File: config.mk
export PLATFORM = sky130hd
export DESIGN_NAME = better_and_gate
export DESIGN_NICKNAME = d
export VERILOG_FILES = /design/src/rtl/better_and_gate.sv
export SDC_FILE = /design/constraint.sdc
export NUM_CORES = 1
export LEC_CHECK = 0
export ABC_AREA = 1
export CAP_MARGIN = 15
export CORE_UTILIZATION = 35
export CTS_CLUSTER_SIZE = 14
export DETAILED_ROUTE_END_ITERATION = 10
export GPL_ROUTABILITY_DRIVEN = 0
export RECOVER_POWER = 25
export SYNTH_ARGS = -nofsm -noshare
export SYNTH_HDL_FRONTEND = slang
export SYNTH_SLANG_ARGS = --single-unit
File: constraint.sdc
create_clock -name clk -period 1.9 [get_ports clk]
set_input_delay 0.38 -clock clk [delete_from_list [all_inputs] [get_ports clk]]
set_output_delay 0.38 -clock clk [all_outputs]
set_load 0.01 [all_outputs]
File: src/rtl/better_and_gate.sv
// Two-input AND gate with a combinational output plus a registered copy,
// rise/fall event pulses and saturating activity counters.
module better_and_gate #(
  parameter int CNT_W = 16
) (
  input  logic             clk,
  input  logic             rst,
  input  logic             a,
  input  logic             b,
  input  logic             clr,
  output logic             out,
  output logic             out_q,
  output logic             out_rise,
  output logic             out_fall,
  output logic [CNT_W-1:0] high_cnt,
  output logic [CNT_W-1:0] edge_cnt
);

  logic             n;
  logic             changed;
  logic             high_sat;
  logic             edge_sat;
  logic [CNT_W-1:0] high_cnt_nxt;
  logic [CNT_W-1:0] edge_cnt_nxt;

  assign n   = a & b;
  assign out = n;

  assign changed  = n ^ out_q;
  assign high_sat = &high_cnt;
  assign edge_sat = &edge_cnt;

  // Counters hold at all-ones rather than wrapping back to zero.
  always_comb begin
    // NOTE: every always_comb output gets a default first so no path can infer a latch.
    high_cnt_nxt = high_cnt;
    edge_cnt_nxt = edge_cnt;
    if (clr) begin
      high_cnt_nxt = '0;
      edge_cnt_nxt = '0;
    end else begin
      if (out_q && !high_sat)
        high_cnt_nxt = high_cnt + 1'b1;
      if (changed && !edge_sat)
        edge_cnt_nxt = edge_cnt + 1'b1;
    end
  end

  // Reset outranks clr; clr only ever touches the counters.
  always_ff @(posedge clk) begin
    // NOTE: registers use non-blocking assignments so every flop samples pre-edge values.
    if (rst) begin
      out_q    <= 1'b0;
      out_rise <= 1'b0;
      out_fall <= 1'b0;
      high_cnt <= '0;
      edge_cnt <= '0;
    end else begin
      out_q    <= n;
      out_rise <= n & ~out_q;
      out_fall <= ~n & out_q;
      high_cnt <= high_cnt_nxt;
      edge_cnt <= edge_cnt_nxt;
    end
  end

endmodule

* Word level (Yosys, flattened, before mapping)
Index checks and enable logic that the tools add are counted.
** Storage, ports and cells
- Register bits after elaboration :: 35
- Output and inout bits :: 36
** Operators by class
- $add $sub $neg :: 2
- Bitwise gates (word level) :: 6
- Reduce and logical (&&, ||, !) cells :: 7
** Operators with widths (number)
- 16-bit by 1-bit adder with 16-bit output, second input constant :: 2
- 16-bit AND reduction :: 2
- 1-bit AND :: 3
- 1-bit logical AND :: 2
- 1-bit zero test :: 2
- 1-bit NOT :: 2
- 2-bit OR reduction :: 1
- 1-bit XOR :: 1

* Depth between registers and ports, before layout
Gate-level depths: netlist of the first run.
- Word-level depth :: 3
- Depth in mapped cells :: 10
- Mapped depth without buffers :: 10

* Worst setup path after synthesis of the first run
Ideal clock, no wire load.
- Path kind :: reg2reg
- Start :: register out_q
- End :: register edge_cnt[12]
- Setup time :: 0.113 ns
- Arrival time :: 1.477 ns
- Path slack :: 0.310 ns
- Stages on the path, launching flop included :: 9
- Path buffers :: 1
- Clock period less this slack :: 1.590 ns
- Cell sequence :: dfxtp_1 > ha_1 > clkbuf_1 > nor2_2 > nand2_1 > nor2_2 > nand2_1 > nor2_1 > nor2_1
** Between the ends
- Longest elaborated chain between the ends :: 2
** RTL lines
- from (decl) :: line 12 : output logic out_q,
- from (signal assigned) :: line 59 : out_q <= n;
- 1-bit XOR :: line 29 : assign changed = n ^ out_q;
- 1-bit logical AND :: line 44 : if (changed && !edge_sat)
- to (signal assigned) :: line 63 : edge_cnt <= edge_cnt_nxt;
- to (decl) :: line 16 : output logic [CNT_W-1:0] edge_cnt
Every way passes these cells.
A chain may end at the register's enable or synchronous reset.

* Worst setup path after layout of the first run
- Start :: input port b
- End :: register edge_cnt[10]
** Between the ends
- Longest elaborated chain between the ends :: 3
** RTL lines
- from (decl) :: line 9 : input logic b,
- 1-bit AND :: line 26 : assign n = a & b;
- 1-bit XOR :: line 29
- 1-bit logical AND :: line 44
Every way passes these cells.

==> flow_summary.toml, run 1 <==
[logic_synthesis]
netlist_top_cells_area = "dfxtp_1 35%, nor2_1 16%, nand2_1 15%, nand3_1 5.7%, inv_1 5.0%"
async_flop_share_pct = 0
syn-num-nets = 329
synth_area_sq_mm = 0.00203
syn_inst = 320
yosysWarnings = 0
synth_top_family_by_area = "simple AND/OR/NAND/NOR gates"
ys_types = 24
synth_fa_ha_area_share_pct = 2.47
synth.most_common_cell = "nor2_1"
synth-compound-area-share_pct = 6.05
yosys.area.top_type_share_pct = 34.5
synth_edf_count = 0
synth_seq_area_share_pct = 34.5
synthTopCellsByCount = "87 x nor2_1, 80 x nand2_1, 35 x dfxtp_1"
ys_seq_elements = 35
synth_ff_type = "dfxtp_1"
yosys.area.top_type = "dfxtp_1"
yosys.area_share.simple_pct = 49.0
synth_area_per_cell_sq_um = 6.34
synthMuxAreaShare_pct = 0
synthXorXnorAreaFrac_pct = 0

[timing]
skew_ns = 0.00426
tightest_slew_ns = 0.340
fin_crit_sh_pct = 91.4
finalHoldViolations = 0
report.final.slew_viol_count = 0
whs_ns = 0.534
fin_crit_ns = 1.74
grt_setup_unrepaired = "no"
max_freq_ghz = 0.576
setup_viol = 0
relSlewSlack_pct = 77.2

[clocking]
cts_hold_buf = 0
clk_pin_slew_ns = 0.07
cts_root_buffer = "clkbuf_8"
cts_buffer_depth = 2
cts_made_buffers = 5
cts.sinks = 35
h-tree-depth = 2
cts_tree = "done"
clk_latency_ns = 0.29

[drt]
drt-pass1-iter-count = 5
wl_per_cell_um = 10.9
ant_nets = 0
drt-total-wl_um = 4770
drc = 0
drt-initial-drc-count = 108
vias_per_cell = 4.73
vias = 2072

[critical_path]
cp.arrival_ns = 1.92
path_max_fanout = 5
rrSetupSlack_ns = 0.23
crit_top_cell = "nand2_1"
cp_slowest_stage_delay_ns = 0.45
crit_required_ns = 2.08
r2r_cells = 6
startpoint_type = "primary input"
r2r-start = "high_cnt[0]"
critPathSlowestCell = "clkdlybuf4s50_1"
endpoint_kind = "register"
critical_path.cell_chain = "clkdlybuf4s50_1 -> nand2_1 -> ha_2 -> nor2_2 -> nand2_1 -> nor2_1 -> nand3_1 -> nand2_1 -> nor2_1"
reg2reg_to = "high_cnt[13]"
crit_type = "in2reg"

[global_routing]
grt_pass1_vias = 1811
antenna_found_initial = 0
grt_use_total_pct = 16.9
grt_overflow = 0
grt_max_degree = 33
grt_first_pass_wirelength_um = 8130

[flow_run]
max_cap_violations = 0

[die]
start_util_pct = 36.6
die_w_um = 78.1
die_h_um = 78.1
core_area_sq_mm = 0.00554
ios = 41
dieArea_sq_mm = 0.00610
core.rowCount = 27

[power]
power_density_mw_per_mm2 = 530
ir_worst_vdd_uv = 259
power_mw = 1.37
p_leak_nw = 0.939

[cells_and_area]
num_antenna_cells = 0
drive_gt1_share_pct = 10.4
final_nets = 375
fin_util_pct = 46.7
area_growth_pct = 27.7
final_cells = 438
fin_area_sq_mm = 0.00259

[placement]
place_area_sq_mm = 0.00253
placedCellCount = 431
portBuffers = 40
dp_hpwl_um = 3520

[worst_hold_path]
min_path_cells = 2
hold_class = "reg2reg"
holdPathEnd = "high_cnt[15]"
min-delay-start = "high_cnt[15]"

[status]
outcome = "completed"
## metal layers
layer | vias up | share of wire (%) | routed length (um) | global-route usage [%]
met4 | 0 | 1.4 | 68 | 6.11
met3 | 6 | 4.6 | 219 | 3.60
met5 | - | 0 | 0 | 0
met1 | 933 | 47 | 2260 | 21.9
met2 | 42 | 47 | 2230 | 27.4
li1 | 1091 | - | - | -
## cell families after synthesis
family                     after synthesis
AOI/OAI and AO/OA                       23
adders and majority gates                4
buffers and inverters                   37
DFF                                     35
and+or+nand+nor                        221
## power breakdown
group | total (mW) | internal [mW] | switching (mW)
clock | 0.550 | 0.284 | 0.266
sequential | 0.743 | 0.738 | 0.00408
combinational | 0.0810 | 0.0396 | 0.0414
## through the flow
step	setup WS [ns]	TNS, ns
detailed placement	-0.213	-1.48
floorplan	0.310	0
CTS	0.101	0
global route	0.0154	0
global placement	-0.178	-1.16
finish	0.162	0
## layout make-up
| type | count | area (sq um) |
|---|---|---|
| inverters | 31 | 116 |
| fillers | 608 | 2950 |
| flip-flops and latches | 35 | 701 |
| well taps | 72 | 90.1 |
| clock buffers | 6 | 82.6 |
| clock inverters | 1 | 5.00 |
| multi-input cells | 248 | 1150 |
| repair buffers | 45 | 449 |
## what timing repair did
action / in CTS / in global routing
setup buffers: 0 / 0
resized for setup: 1 / 1
endpoints found under the setup margin: 1 / 3
## how the worst max path moves through the flow
stage / from / to / cells past startpoint
detailed placement: b / edge_cnt[10] / 9
global placement: a / edge_cnt[10] / 9
floorplan: out_q / edge_cnt[12] / 8
global route: a / edge_cnt[12] / 10
CTS: b / edge_cnt[10] / 9
finish: b / edge_cnt[10] / 9
## critical path: cells and delay by family
family                     cells  cell delay [ns]
adders and majority gates      1             0.33
buffers and inverters          1             0.45
and+or+nand+nor                7             0.74
## placed cells by master, fill, tap and decap left out, drive strengths merged, types with 2 or more instances in the layout
cell,count
inv,31
nand4,5
nor2,95
o21ai,5
buf,4
nand2,86
nand3b,3
dfxtp,35
ha,4
clkbuf,7
dlygate4sd3,2
nand3,28
clkdlybuf4s50,37
nor3,4
a21oi,18
## state kept, by name, summed over array words and instances, names as in the netlist
signal	cells
high_cnt	16
out_fall	1
out_rise	1
out_q	1
edge_cnt	16
(Power assumes the default switching activity.)
==> inputs of run 2 (changes only) <==
- CORE_UTILIZATION: 35 -> 40
- RECOVER_POWER: 25 -> 100
==> run 2 against run 1 <==
Against the previous run:
- sequential share of layout area fell by 0.17 points
- sequential power barely moved
- global-route usage rose by 3.0 points
- critical path depth fell by 8
- non-clock buffer count rose by 2
==> flow_summary.toml, run 2 (same netlist as run 1, synthesis figures left out) <==
[status]
outcome = "completed"

[power]
switchingPower_mw = 0.334
clkPwrFrac_pct = 39.9
ir_worst_vdd_uv = 324
netSwitchingFraction_pct = 24.4
seqPwrFrac_pct = 54.3
power_density_mw_per_mm2 = 524
p_comb_share_pct = 5.7
p_int_mw = 1.03
power_mw = 1.37
p_leak_nw = 1.06

[critical_path]
r2r_cells = 10
path_buf_inv = 1
r2r-start = "edge_cnt[0]"
critPathTopFamily = "buffers and inverters"
cp_slowest_stage_delay_ns = 0.65
crit_type = "reg2out"
startpoint_type = "register"
crit_required_ns = 1.52
endpoint_kind = "output pin"
critPathLaunch = "edge_cnt[6]"
crit_end = "edge_cnt[6]"
rrSetupSlack_ns = 0.21
cp.arrival_ns = 1.40
path_max_fanout = 7
reg2reg_to = "edge_cnt[11]"
critPathSlowestCell = "dlygate4sd3_1"
critical_path.cell_chain = "dlygate4sd3_1"
path_depth = 1

[drt]
drt-pass1-iter-count = 6
vias = 2084
ant_nets = 0
wl_met2_um = 2240
drt-total-wl_um = 4760
wl_met3_um = 209
routed.top_layer = "met4"
wl_met1_um = 2200
wl_per_cell_um = 10.9
vias_per_cell = 4.78
drt-initial-drc-count = 131
drc = 0

[placement]
placedCellCount = 428
portBuffers = 40
dp_hpwl_um = 3500

[cells_and_area]
layout_common_cells = "86 x nor2_1, 81 x nand2_1, 35 x dfxtp_1, 35 x dlygate4sd3_1, 27 x inv_1"
reg_top3 = "edge_cnt (16), high_cnt (16)"
area_growth_pct = 28.5
num_antenna_cells = 0
mostFrequentLayoutCell = "nor2_1"
drive_gt1_share_pct = 11.1
final_nets = 377
final_cells = 436
fin_util_pct = 54.5

[timing]
finalHoldViolations = 0
fin_crit_sh_pct = 93.5
max_freq_ghz = 0.563
report.final.slew_viol_count = 0
tightest_slew_ns = 0.359
grt_setup_unrepaired = "no"
relSlewSlack_pct = 75.9
fin_crit_ns = 1.78
setup_viol = 0
skew_ns = 0.00752

[global_routing]
grt_pass1_vias = 1866
grt_overflow = 0
grt_first_pass_wirelength_um = 8160
grt_max_degree = 33
grt_use_total_pct = 19.9
antenna_found_initial = 0

[die]
start_util_pct = 42.4
core.rowCount = 25
dieArea_sq_mm = 0.00536
die_h_um = 73.2
die_w_um = 73.2
core_area_sq_mm = 0.00479
ios = 41

[clocking]
cts_made_buffers = 5
cts_setup_buffers = 0
clk_pin_slew_ns = 0.08
h-tree-depth = 2
cts_root_buffer = "clkbuf_8"
cts.sinks = 35
cts-resized-gates = 1
cts_hold_buf = 0
clk_latency_ns = 0.29
cts_buffer_depth = 2
cts_tree = "done"

[flow_run]
max_cap_violations = 0

[worst_hold_path]
hold_class = "reg2reg"
[run 2: cell count changes in the layout (fill, tap and decap cells not counted)]
cell / delta
buf_4: +3
clkbuf_1: +1
clkbuf_4: -1
clkbuf_8: -1
clkdlybuf4s50_1: -33
clkinvlp_4: +1
dlygate4sd3_1: +33
nand2_1: +1
nand2_2: -1
nand3_1: -1
nand3_2: +1
nor2_1: -1
nor2_4: +1
[run 2: power groups by stage]
stage | Clock, mW | Sequential [mW] | Combinational [mW]
6_report | 0.545 | 0.742 | 0.0784
2_1_floorplan | 0 | 0.763 | 0.0410
5_1_grt | 0.599 | 0.743 | 0.0894
4_1_cts | 0.574 | 0.743 | 0.0815
3_5_place_dp | 0 | 0.760 | 0.0824
3_3_place_gp | 0 | 0.760 | 0.0813
[run 2: how the worst min path moves through the flow]
stage / start / endpoint / slack [ns] / depth (start not counted)
6_report: high_cnt[5] / high_cnt[5] / 0.54 / 2
5_1_grt: high_cnt[1] / high_cnt[1] / 0.56 / 2
4_1_cts: high_cnt[1] / high_cnt[1] / 0.54 / 2
3_5_place_dp: high_cnt[1] / high_cnt[1] / 0.53 / 2
3_3_place_gp: high_cnt[1] / high_cnt[1] / 0.52 / 2
2_1_floorplan: rst / out_rise / 0.45 / 1
[run 2: area by class of cell]
| type | count | area [sq um] |
|---|---|---|
| Clock buffer | 6 | 72.6 |
| Clock inverter | 2 | 12.5 |
| Fill cell | 494 | 2180 |
| Inverter | 31 | 116 |
| Multi-Input combinational cell | 248 | 1160 |
| Sequential cell | 35 | 701 |
| Tap cell | 67 | 83.8 |
| Timing Repair Buffer | 47 | 464 |
[run 2: through the flow]
stage                     area [sq um]  setup WS, ns  TNS, ns  hold WS (ns)
after global placement            2530        -0.126    -1.10         0.523
final                             2610         0.123        0         0.538
after CTS                         2620         0.133        0         0.540
after floorplan                   2030         0.310        0         0.451
after detailed placement          2530        -0.174    -1.53         0.526
after global routing              2610        0.0638        0         0.560
[run 2: metal layers]
layer / vias up / GRT usage [%]
li1: 1105 / -
met1: 912 / 22.6
met2: 51 / 35.1
met3: 16 / 4.56
met4: 0 / 9.37
met5: - / 0
==> inputs of run 3 (changes only) <==
- clock period: 1.9 -> 2 ns (I/O delays scaled with it)
==> run 3 against run 2 <==
Against the previous run:
- sequential share of layout area grew 0.55 points
- clock power shrank 3%
- cell count shrank 1.1%
- clock skew shrank 0.0014 ns
- worst hold slack lost 0.011 ns
- non-clock buffer count shrank 4
- critical endpoint is now out
- largest power group unchanged
- highest routed layer unchanged
==> flow_summary.toml, run 3 (same netlist as run 1, synthesis figures left out) <==
[cells_and_area]
reg_top3 = "edge_cnt (16), high_cnt (16)"
seqCellArea_sq_um = 701
fin_area_sq_mm = 0.00255
drive_gt1_share_pct = 8.52
final_cells = 431
num_antenna_cells = 0
nFillCells = 507
layout_common_cells = "89 x nor2_1, 81 x nand2_1, 36 x dlygate4sd3_1"
mostFrequentLayoutCell = "nor2_1"
area_growth_pct = 25.9
multi_input_area_sq_mm = 0.00113
final_nets = 373

[worst_hold_path]
hold_class = "reg2reg"

[drt]
vias = 2007
wl_met3_um = 168
wl_met2_um = 2200
drt-initial-drc-count = 120
vias_per_cell = 4.66
drt-total-wl_um = 4630
ant_nets = 0
drt-pass1-iter-count = 4
routed.top_layer = "met4"
drc = 0
wl_per_cell_um = 10.7
wl_met1_um = 2240

[timing]
grt_setup_unrepaired = "no"
relSlewSlack_pct = 67.0
fin_crit_sh_pct = 97.4
finalHoldViolations = 0
tightest_slew_ns = 0.494
fin_crit_ns = 1.95
report.final.slew_viol_count = 0
skew_ns = 0.00613
setup_viol = 0
tns_ns = 0
max_freq_ghz = 0.513

[die]
die_h_um = 73.2
start_util_pct = 42.4
die_w_um = 73.2
core.rowCount = 25
dieArea_sq_mm = 0.00536
core_area_sq_mm = 0.00479
ios = 41

[placement]
placedCellCount = 424
portBuffers = 40
dp_hpwl_um = 3460
place_area_sq_mm = 0.00250

[critical_path]
crit_type = "in2out"
cp.arrival_ns = 1.55
crit_required_ns = 1.60
path_max_fanout = 3
endpoint_kind = "output pin"
startpoint_type = "primary input"

[power]
power_mw = 1.30
ir_worst_vdd_uv = 419
power_density_mw_per_mm2 = 510
p_leak_nw = 1.04

[global_routing]
antenna_found_initial = 0
grt_first_pass_wirelength_um = 7650
grt_use_total_pct = 18.4
grt_overflow = 0
grt_pass1_vias = 1726
grt_max_degree = 33

[clocking]
clk_latency_ns = 0.28
cts-resized-gates = 0
clk_pin_slew_ns = 0.07
cts_tree = "done"
h-tree-depth = 2
cts_hold_buf = 0
cts_made_buffers = 5
cts_setup_buffers = 0
cts_buffer_depth = 2
cts.sinks = 35
cts_root_buffer = "clkbuf_8"

[status]
outcome = "completed"

[flow_run]
max_cap_violations = 0
[run 3: cell types whose count changed in the layout (fill, tap and decap cells not counted), sizes merged]
cell / before / now
buf: 7 / 2
clkbuf: 6 / 7
clkinvlp: 1 / 0
dlygate4sd2: 1 / 0
dlygate4sd3: 35 / 36
[run 3: metal layers]
metal | track usage [%] | vias up
met1 | 23.3 | 872
met4 | 4.58 | 0
met5 | 0 | -
li1 | - | 1100
met2 | 32.2 | 33
met3 | 3.31 | 2
[run 3: metrics by stage]
stage	worst slack (ns)	hold slack (ns)	utilization, %
6_report	0.0517	0.527	53.4
2_1_floorplan	0.410	0.471	-
3_5_place_dp	-0.0918	0.520	52.3
5_1_grt	0.000530	0.566	53.4
4_1_cts	0.0375	0.533	54.2
3_3_place_gp	-0.0620	0.520	52.3
[run 3: power by group]
group,internal (mW),switching (mW)
registers,0.701,0.00536
logic,0.0324,0.0368
clock network,0.270,0.256
[run 3: worst paths after layout]
check             cells after the start           end         start  slack, ns
hold / removal                        2  high_cnt[15]  high_cnt[15]       0.53
setup reg to reg                      6   high_cnt[4]   high_cnt[0]       0.26
setup / recovery                      4           out             a       0.05
hold reg to reg                       2  high_cnt[15]  high_cnt[15]       0.53
[run 3: critical path, stage by stage]
cell	delay, ns
clkdlybuf4s50_1	0.45
nand2_1	0.08
inv_1	0.09
clkdlybuf4s50_1	0.53
[run 3: area by class of cell]
type	instances	share of cell area (%)
clock buffers	6	3.23
clock inverters	1	0.196
inverters	31	4.56
multi-input cells	248	44.4
flip-flops and latches	35	27.4
well taps	67	3.28
repair buffers	43	16.9
